===== src/rtl/ram_arbiter_ctrl.sv =====
`default_nettype none
// ============================================================================
// Module  : ram_arbiter_ctrl
// Purpose : Two-requester round-robin write arbiter plus a pipelined read path
//           for an external RAM with a one-cycle registered read port.
//           The optional macro RAM_COLLISION_STALL_EN stalls a read that
//           targets the address being written in the same cycle.
// Revision: 1.0  initial release
// ============================================================================
module ram_arbiter_ctrl #(
    parameter int SIZE  = 8,
    parameter int DEPTH = 8,
    localparam int AW   = (DEPTH > 1) ? $clog2(DEPTH) : 1
) (
    input  logic            clk,
    input  logic            rst_n,

    input  logic            req0_valid,
    input  logic [AW-1:0]   req0_addr,
    input  logic [SIZE-1:0] req0_data,
    output logic            req0_ready,

    input  logic            req1_valid,
    input  logic [AW-1:0]   req1_addr,
    input  logic [SIZE-1:0] req1_data,
    output logic            req1_ready,

    input  logic            rd_valid,
    input  logic [AW-1:0]   rd_addr,
    output logic            rd_ready,
    output logic [SIZE-1:0] rd_data,
    output logic            rd_data_valid,

    output logic [AW-1:0]   ram_waddr,
    output logic [SIZE-1:0] ram_write_data,
    output logic            ram_write_en,
    output logic [AW-1:0]   ram_raddr,
    input  logic [SIZE-1:0] ram_read_data,

    output logic            prio
);

    logic            grant_any;
    logic            grant_sel;
    logic            wr_accept;
    logic [AW-1:0]   grant_addr;
    logic [SIZE-1:0] grant_data;
    logic            rd_collision;
    logic            rd_accept;
    logic [1:0]      rd_pipe;

    // Contention is resolved by prio; a lone requester always wins.
    always_comb begin
        grant_any = req0_valid | req1_valid;
        grant_sel = (req0_valid && req1_valid) ? prio : req1_valid;
    end

    assign req0_ready = rst_n & grant_any & ~grant_sel;
    assign req1_ready = rst_n & grant_any &  grant_sel;
    assign wr_accept  = req0_ready | req1_ready;
    assign grant_addr = grant_sel ? req1_addr : req0_addr;
    assign grant_data = grant_sel ? req1_data : req0_data;

`ifdef RAM_COLLISION_STALL_EN
    // Holding the read one cycle lets the write land first, so it sees new data.
    assign rd_collision = rd_valid & wr_accept & (rd_addr == grant_addr);
`else
    assign rd_collision = 1'b0;
`endif

    assign rd_ready  = rst_n & ~rd_collision;
    assign rd_accept = rd_valid & rd_ready;

    always_ff @(posedge clk or negedge rst_n) begin
        if (!rst_n) begin
            ram_write_en   <= 1'b0;
            ram_waddr      <= '0;
            ram_write_data <= '0;
            prio           <= 1'b0;
        end else begin
            ram_write_en <= wr_accept;
            if (wr_accept) begin
                ram_waddr      <= grant_addr;
                ram_write_data <= grant_data;
                prio           <= ~grant_sel;
            end
        end
    end

    // rd_pipe[1] lines up with the RAM's registered read data two cycles on.
    always_ff @(posedge clk or negedge rst_n) begin
        if (!rst_n) begin
            ram_raddr <= '0;
            rd_pipe   <= 2'b00;
        end else begin
            rd_pipe <= {rd_pipe[0], rd_accept};
            if (rd_accept) begin
                ram_raddr <= rd_addr;
            end
        end
    end

    assign rd_data_valid = rd_pipe[1];
    assign rd_data       = ram_read_data;

endmodule
`default_nettype wire


===== config.mk =====
export PLATFORM = sky130hd
export DESIGN_NAME = ram_arbiter_ctrl
export DESIGN_NICKNAME = d
export VERILOG_FILES = /design/src/rtl/ram_arbiter_ctrl.sv
export SDC_FILE = /design/constraint.sdc
export NUM_CORES = 1
export LEC_CHECK = 0
export ABC_CLOCK_PERIOD_IN_PS = 1500
export CORE_MARGIN = 3
export CORE_UTILIZATION = 33
export CTS_BUF_LIST = sky130_fd_sc_hd__clkbuf_2 sky130_fd_sc_hd__clkbuf_4 sky130_fd_sc_hd__clkbuf_8
export DETAILED_ROUTE_END_ITERATION = 12
export PLACE_DENSITY = 0.77
export SYNTH_ARGS = -nofsm -noshare
export SYNTH_HDL_FRONTEND = slang
export SYNTH_SLANG_ARGS = --single-unit

===== constraint.sdc =====
create_clock -name clk -period 1.5 [get_ports clk]
set_input_delay 0.3 -clock clk [delete_from_list [all_inputs] [get_ports clk]]
set_output_delay 0.3 -clock clk [all_outputs]
set_load 0.01 [all_outputs]

==> results of run 1 <==
[worst max-delay path, cell delays in order]
cell	delay, ps
clkdlybuf4s15_2	230
buf_6	110
clkdlybuf4s50_1	520
[what timing repair did]
action                                  4_1_cts  5_1_grt
hold buffers                                  0        0
pin swaps                                     0        2
endpoints found under the setup margin       25       10
endpoints found under the hold margin         0        0
buffers inserted                              2        0
gates resized for setup                      23        8
[per-layer routing]
layer,vias to the layer above,routed length [µm]
met5,-,0
met4,0,47
met3,4,217
met2,37,972
met1,317,851
li1,326,-
[kinds of logic after synthesis]
family,Yosys count
AOI/OAI and AO/OA,15
buffers and inverters,15
DFF,18
muxes,3
and+or+nand+nor,14
[area by class of cell]
class                   instances  area [µm²]  area share, %
inverters                       3        11.3          0.826
flip-flops and latches         18         450           33.0
well taps                      28        35.0           2.57
multi-input cells              32         263           19.3
repair buffers                 59         568           41.7
clock buffers                   4        36.3           2.66
[power groups by stage]
stage | Combinational, mW | Sequential (mW) | Clock, mW
after floorplan | 0.130 | 0.620 | 0
after global placement | 0.390 | 0.592 | 0
after detailed placement | 0.398 | 0.591 | 0
after CTS | 0.382 | 0.582 | 0.304
after global routing | 0.398 | 0.588 | 0.333
final | 0.369 | 0.579 | 0.296
[how the worst min path moves through the flow]
stage                   endpoint  slack, ps       start  cells past startpoint
2_1_floorplan               prio          4       rst_n                      0
3_3_place_gp          rd_pipe[1]        340  rd_pipe[0]                      0
3_5_place_dp          rd_pipe[1]        340  rd_pipe[0]                      0
4_1_cts             ram_waddr[0]         20       rst_n                      2
5_1_grt             ram_waddr[0]          1       rst_n                      2
6_report       ram_write_data[0]         30       rst_n                      2
[layout by cell type, fill, tap and decap left out, types with 2 or more instances in the layout]
cell and n:
clkdlybuf4s50_1 28, dfrtp_1 18, a221o_1 11, dlygate4sd2_1 10, buf_4 9, and2_0 8, dlymetal6s2s_1 8, nand2_1 3
inv_1 3, mux2_2 3, and2_2 3, clkbuf_4 3, a21oi_2 2, buf_2 2
[stage by stage]
step	cells	setup TNS (ps)	utilization, %	cell area (µm²)
6_report	144	0	59.9	1360
5_1_grt	144	0	59.9	1360
4_1_cts	144	0	59.0	1340
3_5_place_dp	138	-6440	57.4	1310
3_3_place_gp	138	-5870	57.4	1310
2_1_floorplan	65	0	-	815
[state kept, by name, summed over array words and instances, names as in the netlist]
name	flops
prio	1
ram_raddr	3
ram_waddr	3
ram_write_data	8
ram_write_en	1
rd_pipe	2
==> impl_metrics.yaml, run 1 <==
outcome:
  status: "complete, no violations"
power_and_ir_drop:
  switching_fraction_pct: 25.6
  combinationalPowerShare_pct: 29.7
  clock_network_power_share_pct: 23.8
  totalPowerFinal_mw: 1.24
  power.share.sequential_pct: 46.5
  power.leakage_nw: 0.704
  worst_ir_drop_vdd_uv: 607
  power-per-cell-area_mw_per_mm2: 913
  cell_internal_pwr_mw: 0.926
  switching_power_mw: 0.319
placement:
  gp_congestion: 0.645
  buffer_ports.inserted: 49
  placement.setup.worst_slack_ps: -438
  detailedPlacementHpwl_um: 1630
global_routing:
  grt_first_pass_wirelength_um: 3410
  number_of_global_route_vias_before_repair: 764
  grtUsageTotal_pct: 14.4
  grtUsageMet1_pct: 14.1
  number_of_antenna_violations_at_the_first_check_in_global_routing: 0
  grt.busiest_layer: "met2"
  use_met3_pct: 5.80
  largest_net_degree_at_the_start_of_global_routing: 14
  global_route.overflow_total: 0
  global_route.usage.met2_pct: 25.3
timing:
  max_clock_freq_mhz: 685
  final_critical_path_setup_slack_ps: 40.4
  setup_violations: 0
  worst-slew-pin-transition_ps: 469
  slew_viol_final: 0
  final_min_period_over_clock_period_pct: 97.3
  post_route_worst_hold_slack_ps: 28.6
  min_period_ps: 1460
  worst_slew_margin_rel_pct: 68.7
  clock-skew-final_ps: 6.82
  hold_violations: 0
  rsz_0062_raised_after_global_routing: "no"
logic_synthesis:
  synth_top_family_by_area: "compound AO/OA/AOI/OAI gates"
  synth-adder-area-share_pct: 0
  post_synthesis_net_count: 103
  syn_inst: 65
  synth.most_common_cell: "dfrtp_1"
  synth_xor_area_share_pct: 0
  synth_edf_count: 0
  synth_top_area_share_pct: 55.3
  synthesis.area_per_instance_um2: 12.5
  mux_cell_area_share_after_synthesis_pct: 4.15
  synth_area_leaders: "dfrtp_1 55%, a221o_1 14%, buf_4 10%"
  yosysTopAreaCell: "dfrtp_1"
  ys_async_sr_fraction_pct: 100
  synth_top_cells_by_count: "18 x dfrtp_1, 11 x a221o_1, 11 x buf_4, 8 x and2_0"
  post_synth_instance_area_um2: 815
  synth.distinct_cells: 13
  synth_seq_cells: 18
  fraction_of_the_mapped_netlist_area_in_simple_logic_gates_pct: 10.3
  synth_warnings: 0
  synth-seq-area-share_pct: 55.3
  yosys_most_used_dff: "dfrtp_1"
  synth_area_in_compound_gates_pct: 17.4
floorplan:
  fp.dieH_um: 55.7
  io-pin-count: 66
  core_area_mm2: 0.00228
  fp.dieArea_mm2: 0.00310
  start_util_pct: 35.8
  dieWidth_um: 55.7
  num_rows: 17
setup_path:
  category_of_the_worst_setup_path_launch_point: "input port"
  worstSetupEndpointType: "primary output"
  critical_path.max_fanout: 4
  regToRegEndpoint: "ram_write_data[5]"
  required_time_at_the_worst_slack_endpoint_ps: 1200
  timing.setup.critical_path_class: "input port to primary output"
  reg2regPathDepth: 5
  worst-endpoint-arrival_ps: 1160
  worst_setup_path_endpoint: "rd_ready"
  critPathLaunch: "rst_n"
  launching_point_of_the_worst_reg2reg_path: "prio"
  setup.reg_to_reg.worst_slack_ps: 240
cells_and_area:
  num_antenna_cells: 0
  area_growth_syn_to_layout_pct: 67.4
  filler_cell_count: 200
  final_layout_size_suffix_gt1_share_pct: 23.3
  layout.nets: 155
drt:
  antenna_violating_nets_post_route: 0
  drt_drc_violations_left: 0
  vias_per_cell: 4.75
  dr_total_vias: 684
  detail_route.wl_per_cell_um: 14.5
  routed_wirelength_um: 2090
  drt_iter0_drc: 2
  detailedRoute.firstPassIterationCount: 4
cts:
  cts_made_buffers: 3
  cts.sink_count: 18
  ctsLongestPathBuffers: 2
  h_tree_levels: 1
  worst_setup_hold_path_clk_slew_ps: 110
  root_buffer: "clkbuf_4"
  cts_tree: "done"
  worstSkewPairLatency_ps: 290
run:
  max_cap_viol_count: 0
hold_path:
  worst_hold_path_type: "input port to asynchronous set/reset pin"
(Power assumes the default switching activity.)
==> run 2: changes to the inputs <==
CORE_MARGIN = 1   (was 3)
==> impl_metrics.yaml, run 2 (synthesis results as in run 1) <==
setup_path:
  timing.critical_path.cells: "clkdlybuf4s50_1"
  launching_point_of_the_worst_reg2reg_path: "prio"
  reg2regPathDepth: 5
  critPathLaunch: "rd_pipe[1]"
  worst_setup_path_endpoint: "rd_data_valid"
  category_of_the_worst_setup_path_launch_point: "register"
  worstPathBufferInverterCount: 1
  worstSetupEndpointType: "primary output"
  critical_path.max_fanout: 1
  worst_path_largest_cell_delay_ps: 520
  worst-endpoint-arrival_ps: 1130
  required_time_at_the_worst_slack_endpoint_ps: 1200
  cp_top_family: "buffers and inverters"
  setup.reg_to_reg.worst_slack_ps: 280
  regToRegEndpoint: "ram_write_data[6]"
  cpMaxStageDelayCell: "clkdlybuf4s50_1"
  timing.setup.critical_path_class: "register to primary output"
  critical_path_depth: 1
global_routing:
  number_of_global_route_vias_before_repair: 746
  number_of_antenna_violations_at_the_first_check_in_global_routing: 0
  grtUsageTotal_pct: 17.0
  global_route.overflow_total: 0
  largest_net_degree_at_the_start_of_global_routing: 13
  grt_first_pass_wirelength_um: 3250
drt:
  drt_iter0_drc: 2
  dr_total_vias: 690
  detail_route.wl_per_cell_um: 13.7
  detailedRoute.firstPassIterationCount: 2
  routed_wirelength_um: 1980
  drt_drc_violations_left: 0
  vias_per_cell: 4.79
  antenna_violating_nets_post_route: 0
cts:
  worstSkewPairLatency_ps: 280
  worst_setup_hold_path_clk_slew_ps: 100
  cts.sink_count: 18
  root_buffer: "clkbuf_4"
  ctsLongestPathBuffers: 2
  cts_tree: "done"
  h_tree_levels: 1
  cts_made_buffers: 3
placement:
  place.detailed.instances: 138
  detailedPlacementHpwl_um: 1530
  gp_congestion: 0.672
  buffer_ports.inserted: 49
timing:
  clock-skew-final_ps: 4.10
  setup_violations: 0
  final_min_period_over_clock_period_pct: 95.5
  min_period_ps: 1430
  post_route_worst_hold_slack_ps: 60.5
  worst_slew_margin_rel_pct: 88.7
  rsz_0062_raised_after_global_routing: "no"
  worst-slew-pin-transition_ps: 170
  slew_viol_final: 0
  max_clock_freq_mhz: 698
  hold_violations: 0
floorplan:
  dieWidth_um: 51.7
  io-pin-count: 66
  fp.dieH_um: 51.7
  start_util_pct: 35.8
  core_area_mm2: 0.00228
  fp.dieArea_mm2: 0.00267
  num_rows: 17
power_and_ir_drop:
  power-per-cell-area_mw_per_mm2: 911
  totalPowerFinal_mw: 1.24
  power.leakage_nw: 0.713
  worst_ir_drop_vdd_uv: 555
cells_and_area:
  largest_reg_flops: 8
  largest_register: "ram_write_data"
  postLayoutCoreUtil_pct: 60.0
  layout_commonest_cell: "clkdlybuf4s50_1"
  layout.nets: 155
  num_antenna_cells: 0
  area_growth_syn_to_layout_pct: 67.7
  final_layout_size_suffix_gt1_share_pct: 24.1
  mostFrequentLayoutCells: "29 x clkdlybuf4s50_1, 18 x dfrtp_1, 11 x a221o_1"
  top_regs: "ram_write_data x8, ram_raddr x3, ram_waddr x3"
  layout_cells_excl_fill: 144
hold_path:
  worst_hold_path_type: "input port to asynchronous set/reset pin"
outcome:
  status: "complete, no violations"
run:
  max_cap_viol_count: 0
-- run 2: power by group --
group / switching (mW) / internal (mW) / total [mW]
combinational: 0.142 / 0.236 / 0.378
sequential: 0.0304 / 0.549 / 0.579
clock: 0.139 / 0.148 / 0.287
-- run 2: how the worst min path moves through the flow --
| stage | from | end | slack (ps) |
|---|---|---|---|
| finish | rst_n | ram_write_data[5] | 60 |
| global route | rst_n | ram_waddr[1] | 70 |
| CTS | rst_n | ram_write_data[6] | 190 |
| detailed placement | rd_pipe[0] | rd_pipe[1] | 340 |
| global placement | rd_pipe[0] | rd_pipe[1] | 330 |
| floorplan | rst_n | prio | 4 |
-- run 2: final cells by class --
cell class,count,area (µm²)
repair buffers,59,571
inverters,3,11.3
fillers,198,910
clock buffers,4,36.3
multi-input cells,32,263
well taps,28,35.0
flip-flops and latches,18,450
-- run 2: timing repair --
item                                    CTS  global route
endpoints found under the setup margin   22            11
hold buffers                              0             0
pin swaps                                 0             1
resized for setup                        20            12
buffers inserted                          2             0
-- run 2: routing by layer --
metal / track usage (%) / share of wire [%] / vias up
met5: 0 / 0 / -
met4: 8.56 / 1.2 / 0
met3: 4.68 / 9.0 / 4
met2: 27.5 / 47 / 34
met1: 20.7 / 43 / 326
li1: - / - / 326
-- run 2: stage by stage --
step                      worst slack [ps]  TNS [ps]  instance area (µm²)
after floorplan                        335         0                  815
after global placement                -422     -5930                 1310
after detailed placement              -432     -6320                 1310
after CTS                             3.57         0                 1350
after global routing                  14.8         0                 1370
final                                 67.9         0                 1370
==> run 3: changes to the inputs <==
ABC_CLOCK_PERIOD_IN_PS = 1900   (was 1500)
CORE_UTILIZATION = 36   (was 33)
PLACE_DENSITY = 0.83   (was 0.77)
clock period = 1.9 ns   (was 1.5 ns; I/O delays follow)
==> impl_metrics.yaml, run 3 (synthesis results as in run 1) <==
power_and_ir_drop:
  switching_power_mw: 0.253
  clock_network_power_share_pct: 23.2
  combinationalPowerShare_pct: 31.3
  worst_ir_drop_vdd_uv: 472
  power-per-cell-area_mw_per_mm2: 742
  switching_fraction_pct: 25.1
  cell_internal_pwr_mw: 0.754
  power.share.sequential_pct: 45.6
  power.leakage_nw: 0.601
timing:
  min_period_ps: 1770
  worst-slew-pin-transition_ps: 176
  rsz_0062_raised_after_global_routing: "no"
  max_clock_freq_mhz: 566
  setup_violations: 0
  final_min_period_over_clock_period_pct: 93.0
  final_critical_path_setup_slack_ps: 133
  hold_violations: 0
  slew_viol_final: 0
  worst_slew_margin_rel_pct: 88.3
  clock-skew-final_ps: 5.76
setup_path:
  critical_path.max_fanout: 3
  worst_path_largest_cell_delay_ps: 520
  worstSetupEndpointType: "primary output"
  worstPathBufferInverterCount: 2
  cp_top_family: "buffers and inverters"
  required_time_at_the_worst_slack_endpoint_ps: 1520
  category_of_the_worst_setup_path_launch_point: "input port"
  timing.critical_path.cells: "clkdlybuf4s50_1 -> nand2_1 -> a21oi_2 -> dlygate4sd2_1"
  worst-endpoint-arrival_ps: 1390
  setup.reg_to_reg.worst_slack_ps: 690
  cpMaxStageDelayCell: "clkdlybuf4s50_1"
  timing.setup.critical_path_class: "input port to primary output"
cts:
  ctsLongestPathBuffers: 2
  root_buffer: "clkbuf_4"
  worst_setup_hold_path_clk_slew_ps: 100
  cts.sink_count: 18
  worstSkewPairLatency_ps: 290
  h_tree_levels: 1
  cts_tree: "done"
  cts_hold_buffers: 0
  cts_made_buffers: 3
global_routing:
  grtUsageTotal_pct: 20.5
  largest_net_degree_at_the_start_of_global_routing: 13
  grt_first_pass_wirelength_um: 3710
  number_of_antenna_violations_at_the_first_check_in_global_routing: 0
  number_of_global_route_vias_before_repair: 796
  global_route.overflow_total: 0
drt:
  detail_route.wl_per_cell_um: 15.5
  routed_wirelength_um: 2220
  drt_drc_violations_left: 0
  drt_iter0_drc: 10
  detailedRoute.firstPassIterationCount: 4
  antenna_violating_nets_post_route: 0
  vias_per_cell: 4.80
  dr_total_vias: 687
placement:
  gp_congestion: 0.716
  placement.setup.worst_slack_ps: -166
  area_of_placed_instances_mm2: 0.00131
  buffer_ports.inserted: 49
  detailedPlacementHpwl_um: 1730
cells_and_area:
  top_regs: "ram_write_data x8, ram_raddr x3, ram_waddr x3"
  largest_register: "ram_write_data"
  area_growth_syn_to_layout_pct: 66.5
  layout_commonest_cell: "clkdlybuf4s50_1"
  layout.nets: 155
  final_layout_size_suffix_gt1_share_pct: 19.8
  num_antenna_cells: 0
  final_area_mm2: 0.00136
  mostFrequentLayoutCells: "46 x clkdlybuf4s50_1, 18 x dfrtp_1, 11 x a221o_1"
  largest_reg_flops: 8
floorplan:
  io-pin-count: 66
  num_rows: 16
  fp.dieH_um: 49.6
  start_util_pct: 39.9
  fp.dieArea_mm2: 0.00246
  core_area_mm2: 0.00204
  dieWidth_um: 49.6
run:
  max_cap_viol_count: 0
hold_path:
  worst_hold_path_type: "input port to asynchronous set/reset pin"
outcome:
  status: "complete, no violations"
-- run 3: cell types whose count changed in the layout (fill, tap and decap cells not counted), moves of 2 or more --
cell / previous run / this run
dlygate4sd2_1: 8 / 3
buf_2: 2 / 0
dlymetal6s2s_1: 9 / 0
clkdlybuf4s50_1: 29 / 46
-- run 3: repair_timing --
item                                    in CTS  in global routing
endpoints found under the setup margin       3                  0
resized for setup                            4                  0
setup buffers                                1                  0
hold endpoints to repair                     0                  0
-- run 3: worst register-to-register path: cells and delay by family, from the launching register on --
kind,cells,cell delay [ps]
DFF,1,440
AOI/OAI and AO/OA,2,400
buffers and inverters,2,260
-- run 3: worst paths after layout --
path	depth (start not counted)	endpoint	from
max in group asynchronous	4	ram_write_data[2]	rst_n
worst min register to register	0	rd_pipe[1]	rd_pipe[0]
worst max register to register	4	ram_write_data[1]	prio
worst min-delay path	3	ram_write_data[5]	rst_n
min in group clk	0	rd_pipe[1]	rd_pipe[0]
worst max-delay path	4	req0_ready	req0_valid
-- run 3: layout make-up --
type,instances,area [µm²]
Clock buffer,4,36.3
Multi-Input combinational cell,32,259
Sequential cell,18,450
Fill cell,166,686
Tap cell,27,33.8
Timing Repair Buffer,59,566
Inverter,3,11.3
-- run 3: per-layer routing --
layer	GRT usage, %	vias to the layer above	wire [µm]
li1	-	323	-
met5	0	-	0
met3	5.25	8	177
met4	14.3	0	59
met2	34.2	35	1090
met1	22.6	321	889
-- run 3: power by group through the flow --
stage               registers [mW]  clock network [mW]  logic [mW]
detailed placement           0.466                   0       0.317
floorplan                    0.490                   0       0.103
global route                 0.465               0.263       0.338
finish                       0.459               0.233       0.315
global placement             0.466                   0       0.309
CTS                          0.459               0.242       0.318
-- run 3: per-stage QoR --
| step | utilization [%] | cells | hold WS [ps] | TNS [ps] | power (mW) |
|---|---|---|---|---|---|
| floorplan | - | 65 | 84.4 | 0 | 0.592 |
| global placement | 64.3 | 138 | 332 | -388 | 0.774 |
| CTS | 66.4 | 143 | 269 | 0 | 1.02 |
| detailed placement | 64.3 | 138 | 335 | -590 | 0.783 |
| finish | 66.4 | 143 | 280 | 0 | 1.01 |
| global route | 66.4 | 143 | 270 | 0 | 1.07 |
==> patch (settings of run 2) <==
Make the reset (`rst_n`) synchronous in 2 clocked blocks.
--- a/src/rtl/ram_arbiter_ctrl.sv
+++ b/src/rtl/ram_arbiter_ctrl.sv
@@ -71,7 +71,7 @@
     assign rd_ready  = rst_n & ~rd_collision;
     assign rd_accept = rd_valid & rd_ready;
 
-    always_ff @(posedge clk or negedge rst_n) begin
+    always_ff @(posedge clk) begin
         if (!rst_n) begin
             ram_write_en   <= 1'b0;
             ram_waddr      <= '0;
@@ -88,7 +88,7 @@
     end
 
     // rd_pipe[1] lines up with the RAM's registered read data two cycles on.
-    always_ff @(posedge clk or negedge rst_n) begin
+    always_ff @(posedge clk) begin
         if (!rst_n) begin
             ram_raddr <= '0;
             rd_pipe   <= 2'b00;
Formal check against the unedited RTL: differs if rst_n is asserted again (counterexample within 4 cycles, from zero or initial values and one cycle with rst_n low); with rst_n held inactive, the same outputs for 10 cycles.
==> patch against run 2 <==
- register-to-register slack got worse by 0.02 ns
- global-route usage is 0.35 points lower
- via count up 9.1%
- power shrank 11%
- wire length grew 14%
- design area is 3.1% higher
- critical endpoint is now req0_ready
- synthesized area rose by 3.2%
- setup slack worse by 0.034 ns
- largest power group unchanged
- sequential cell count is the same
- critical path type is now in -> out
==> patch: results (changes against run 2) <==
| Metric | Value |
|---|---|
| Count leader, synth | dfxtp_1 |
| DP HPWL | 1.65 mm (+7.8%) |
| Commonest cells in the synthesized netlist | dfxtp_1 (18), buf_4 (10), and2_1 (9), a221o_1 (7) |
| Hold WC Path Type | reg -> reg |
| Port Buf Inserts | 49 (unchanged) |
| WL per Instance | 14.6 um (+6.3%) |
| Hold path cells | 1 |
| Peak VDD IR | 0.453 mV (-18%) |
| Clock transition at path regs | 0.10 ns (about the same) |
| 1st-pass router iterations | 2 (unchanged) |
| Clock Latency Late Sink | roughly 0.29 ns |
| Initial antenna violation count | 0 (unchanged) |
| Worst r2r dst | ram_waddr[1]$_SDFFE_PN0P_ |
| Hold Startpoint | rd_pipe[0]$_SDFF_PN0_ |
| Vias in the first global route | 774 (+3.8%) |
| Outcome | finished, final reports clean |
| Share of layout cells above drive strength 1 | 0.262 (+0.0205) |
| Worst path top cell family by delay | buffers and inverters |
| Slowest-stage cell, CP | dlygate4sd2_1 |
| Setup Skew | 0.00627 ns (+0.00217 ns) |
| GPL Wtd Cong | 0.671 (-0.12%) |
| Ant diodes | 0 (unchanged) |
| Leakage | 0.000750 uW (+5.3%) |
| Critical Path AT | 1.17 ns (+0.04 ns) |
| H-tree levels | 1 (unchanged) |
| Mapped Nets | 113 (+9.7%) |
| NumNets Final | 165 (+6.5%) |
| Synth unique cells | 21 (+8) |
| DIE WIDTH | 52.5 um (+1.5%) |
| First-pass GRT wire length | 3.33 mm (+2.3%) |
| 1st-iter DRT viols | 4 (+2) |
| EDFF count, synth | 0 (unchanged) |
| Worst hold slack | 0.449 ns (+0.389 ns) |
| Biggest regs | ram_write_data: 8 flops, ram_raddr: 3 flops, ram_waddr: 3 flops |
| Sequential fraction of the synthesis area | 0.429 (-0.124) |
| CTS Buf Count | 3 (unchanged) |
| FF-to-FF Start | prio$_SDFFE_PN0P_ |
| Top cells by area, synth | dfxtp_1 (43%), buf_4 (8.9%), a221o_1 (8.3%), and2_1 (6.7%), mux2_2 (5.4%) |
| CP max stage delay | 0.33 ns (-0.19 ns) |
| GRT Util Overall | 0.167 (-0.00353) |
| Post-synth ARST share | 0 (-1.00) |
| Vias/cell | 4.89 (+2.0%) |
| Crit Path Max Fanout | 4 (+3) |
| R2R Setup Slk | 0.26 ns (-0.02 ns) |
| Largest net degree at the start of global routing | 12 (-1) |
| Worst Reg-to-Reg Cells | 4 (-1) |
| Worst-margin pin slew | 0.241 ns (+0.0712 ns) |
| Hold Crit Endpoint | rd_pipe[1]$_SDFF_PN0_ |
[patch: routing by layer]
metal | global-route usage | share of wire
met4 | 0.0833 | 0.0089
met2 | 0.289 | 0.51
met5 | 0 | 0
met3 | 0.0319 | 0.061
met1 | 0.192 | 0.42
[patch: worst max-delay path by stage]
stage / start / end / depth (start not counted) / slack [ns]
final: req0_valid / req0_ready / 4 / 0.03
after global routing: prio$_SDFFE_PN0P_ / req0_ready / 3 / 0.0004
after CTS: ram_write_data[5]$_SDFFE_PN0P_ / ram_write_data[5] / 1 / 0.01
after detailed placement: req0_valid / req0_ready / 4 / -0.50
after global placement: req0_valid / req0_ready / 4 / -0.46
after floorplan: prio$_SDFFE_PN0P_ / req1_ready / 3 / 0.27
[patch: report_power, final]
part	internal, uW	total, uW	switching, uW
clock network	148	289	142
logic	186	287	101
registers	514	528	14.5
[patch: kinds of logic after synthesis]
group | synth area share
compound gates | 0.213
flops | 0.429
simple gates | 0.152
buf+inv | 0.118
mux | 0.0893
[patch: worst register-to-register path, stage by stage (launching register included)]
cell and delay (ns):
dfxtp_2 0.34, nand2b_4 0.14, and3_4 0.18, buf_4 0.16, a221o_1 0.32
[patch: through the flow]
| stage | cell area (sq um) | util | power [uW] | cells | worst slack, ns |
|---|---|---|---|---|---|
| after detailed placement | 1350 | 0.589 | 839 | 150 | -0.501 |
| after CTS | 1390 | 0.603 | 1120 | 154 | 0.00981 |
| after global placement | 1350 | 0.589 | 832 | 150 | -0.464 |
| after floorplan | 841 | - | 672 | 75 | 0.270 |
| after global routing | 1410 | 0.613 | 1170 | 154 | 0.000392 |
| final | 1410 | 0.613 | 1100 | 154 | 0.0342 |
[patch: what timing repair did]
| action | CTS | global route |
|---|---|---|
| buffers inserted | 0 | 0 |
| hold buffers | 0 | 0 |
| resized for setup | 10 | 13 |
| setup endpoints to repair | 4 | 13 |
| endpoints found under the hold margin | 0 | 0 |
[patch: area by class of cell]
cell class	count	area [sq um]
Clock buffer	4	36.3
Fill cell	208	888
Inverter	1	3.75
Multi-Input combinational cell	43	382
Sequential cell	18	362
Tap cell	28	35.0
Timing Repair Buffer	60	591
